<file path="src/rtl/alu4_pkg.sv">
// Shared definitions for the 4-bit ALU checker: opcodes, FSM encoding, vector layout
// and the golden reference function used by every consumer of the ALU model.
package alu4_pkg;

    localparam logic [1:0] OP_ADD = 2'b00;
    localparam logic [1:0] OP_SUB = 2'b01;
    localparam logic [1:0] OP_AND = 2'b10;
    localparam logic [1:0] OP_OR  = 2'b11;

    typedef enum logic {
        ST_RUN  = 1'b0,
        ST_HALT = 1'b1
    } state_t;

    // Field order matches the first-fail record layout {A,B,S,C,Co}.
    typedef struct packed {
        logic [3:0] a;
        logic [3:0] b;
        logic [1:0] s;
        logic [3:0] c;
        logic       co;
    } vec_t;

    // Returns {Co, C}; subtract is A + ~B + 1 so Co=1 means no borrow.
    function automatic logic [4:0] alu4_golden_fn(input logic [3:0] a,
                                                  input logic [3:0] b,
                                                  input logic [1:0] s);
        logic [4:0] r;
        r = 5'd0;
        case (s)
            OP_ADD:  r = {1'b0, a} + {1'b0, b};
            OP_SUB:  r = {1'b0, a} + {1'b0, ~b} + 5'd1;
            OP_AND:  r = {1'b0, a & b};
            default: r = {1'b0, a | b};
        endcase
        return r;
    endfunction

endpackage

</file>
<file path="src/rtl/alu4_golden.sv">
// Purely combinational reference ALU producing {Co, C}; zero latency, no flow control,
// kept standalone so other benches can reuse it.
module alu4_golden
    import alu4_pkg::*;
(
    input  logic [3:0] a,
    input  logic [3:0] b,
    input  logic [1:0] s,
    output logic [4:0] res
);

    always_comb begin
        res = alu4_golden_fn(a, b, s);
    end

endmodule

</file>
<file path="config.mk">
export PLATFORM = sky130hd
export DESIGN_NAME = alu4_golden
export DESIGN_NICKNAME = d
export VERILOG_FILES = /design/src/rtl/alu4_pkg.sv /design/src/rtl/alu4_golden.sv
export SDC_FILE = /design/constraint.sdc
export NUM_CORES = 1
export LEC_CHECK = 0
export ABC_AREA = 1
export ABC_CLOCK_PERIOD_IN_PS = 2700
export BUFFER_PORTS_ARGS = -buffer_cell sky130_fd_sc_hd__buf_2
export CORE_AREA = 3 3 40 42
export DETAILED_ROUTE_END_ITERATION = 16
export DIE_AREA = 0 0 43 45
export GPL_TIMING_DRIVEN = 0
export PLACE_DENSITY = 0.65
export SLEW_MARGIN = 20
export SYNTH_ARGS = -nofsm -noshare
export SYNTH_HDL_FRONTEND = slang
export SYNTH_SLANG_ARGS = --single-unit
</file>
<file path="constraint.sdc">
create_clock -name vclk -period 2.7
set_clock_uncertainty 0.15 [all_clocks]
set_input_delay 0.54 -clock vclk [all_inputs]
set_output_delay 0.54 -clock vclk [all_outputs]
set_load 0.03 [all_outputs]
</file>
==> impl_metrics.toml <==
[die]
die_h_um = 45
die_area_um2 = 1940
core_area_um2 = 1280
die-width_um = 43
rows = 13
start_util_pct = 34.7
ios = 15

[cells_and_area]
nets = 110
area_growth_pct = 23.3
regArea_um2 = 0
seq_cell_count = 0
drive_above_1_share_pct = 23.8
antenna-diode-count = 0
finalNonFillerCells = 99
clockBufferCount = 0

[drt]
drt_wl_total_um = 992
drt_iter0_markers = 7
drcViolationCount = 0
vias = 473
wl_per_cell_um = 10.0
firstDrtPassIters = 4
antenna_left = 0
vias_per_cell = 4.78

[synth]
syn_avg_cell_area_um2 = 6.46
synthesis.nets = 93
synth.distinct_cells = 16
synth_area_leader_cell = "ha_1"
yosysWarnings = 0
synth_area_leaders = "ha_1 34%, nand3_1 13%, inv_1 12%"
synth_top_area_share_pct = 33.7
synth_most_common_cell = "inv_1"
syn_area_um2 = 445
synth_cells = 69
ys_seq_area_share_pct = 0
synth_common_cells = "14 x inv_1, 12 x ha_1, 12 x nand3_1"

[sta]
rsz0062_at_grt = "false"
tns_ns = 0
hold_viol = 0
fin_crit_ns = 2.60
relSlewSlack_pct = 83.6
max_freq_mhz = 384
min_period_over_period_pct = 96.3
maxSlewViolCount = 0
worst_slew_pin_slew_ns = 0.244
finalSetupViolCount = 0

[power]
p_seq_share_pct = 0
p_sw_share_pct = 62.6
powerDensity_nw_per_um2 = 192
power.share.clock_pct = 0
ir_drop_uv = 64.9
combPwrFrac_pct = 100.0
p_leak_nw = 0.319
total_power_mw = 0.106
switchingPower_mw = 0.0660
internal_power_mw = 0.0395

[global_route]
overflow = 0
grt_pass1_wl_um = 1730
grt_use_total_pct = 10.8
grt_pass1_vias = 460
grt_max_degree = 9
grt_antenna_before_repair = 0

[placement]
dp_hpwl_um = 917
gp_congestion = 0.741
post-place-cells = 99
io_buffers = 15

[worst_setup_path]
cp-start-kind = "input pin"
end_kind = "output pin"
worstSetupPathType = "input pin to output pin"
crit_path_max_fanout = 3
cp.arrival_ns = 1.91
worstPathRequired_ns = 2.01

[run_status]
run_status = "finished clean"

[min_path]
hold_path_depth = 4
worstHoldEndpoint = "res[3]"
hp-start = "s[1]"
hp-class = "input pin to output pin"

[clock_network]
post_cts_buffers = 0

[flow_run]
maxCapViolCount = 0
## worst max path at each step
stage	startpoint	to	slack (ns)	cells after the start
floorplan	a[0]	res[2]	0.19	5
global placement	a[0]	res[4]	0.05	9
detailed placement	a[0]	res[2]	0.05	7
CTS	a[0]	res[2]	0.04	7
global route	a[0]	res[4]	0.001	9
finish	a[0]	res[2]	0.1	7
## cell type report
cell class / instances / area [um^2]
fill: 130 / 736
multi-input combinational: 54 / 394
timing repair buffer: 15 / 80.1
inverter: 15 / 56.3
tap: 15 / 18.8
## kinds of logic (layout without fill, tap and decap cells)
logic type / Yosys count / in the layout / synth area share, %
AND/OR/NAND/NOR: 29 / 29 / 30.1
buffers and inverters: 15 / 30 / 12.6
adder cells (fa/ha/maj): 14 / 14 / 42.7
AO/OA/AOI/OAI: 11 / 11 / 14.6
## power groups by stage
stage / registers (mW) / logic [mW] / clock network (mW)
3_5_place_dp: 0 / 0.104 / 0
5_1_grt: 0 / 0.119 / 0
2_1_floorplan: 0 / 0.0703 / 0
3_3_place_gp: 0 / 0.101 / 0
4_1_cts: 0 / 0.104 / 0
6_report: 0 / 0.106 / 0
## cells in the final DEF, fill, tap and decap left out, drive strengths merged
cell type and instances:
fa 2, o2111ai 1, a21oi 5, nand4 1
o211ai 1, nand3 12, o21ai 4, nand2 11
clkbuf 1, or2 3, nor2 2, buf 14
inv 15, ha 12
## critical path, stage by stage
cell and delay [ns]:
buf_2 0.11, ha_1 0.23, fa_2 0.37, or2_2 0.30
nand3_1 0.07, o2111ai_1 0.11, buf_4 0.19
## layer usage
metal | track usage, % | up-vias | part of all wire (%) | routed length (um)
li1 | - | 255 | - | -
met1 | 14.4 | 213 | 46 | 457
met2 | 20.4 | 5 | 52 | 519
met3 | 0 | 0 | 1.5 | 15
met4 | 1.20 | 0 | 0 | 0
met5 | 0 | - | 0 | 0
## stage by stage
| stage | cell area, um^2 | hold slack (ns) | util, % | setup slack, ns |
|---|---|---|---|---|
| after floorplan | 445 | 1.22 | - | 0.189 |
| after global placement | 539 | 1.40 | 42.0 | 0.0526 |
| after detailed placement | 539 | 1.42 | 42.0 | 0.0486 |
| after CTS | 539 | 1.42 | 42.0 | 0.0362 |
| after global routing | 549 | 1.45 | 42.7 | 0.00141 |
| final | 549 | 1.41 | 42.7 | 0.0989 |
## timing repair
| item | 4_1_cts | 5_1_grt |
|---|---|---|
| endpoints found under the hold margin | 0 | 0 |
| endpoints found under the setup margin | 0 | 2 |
| resized for setup | 0 | 4 |
| hold buffers | 0 | 0 |
No activity file was read; power rests on OpenSTA's default activity.
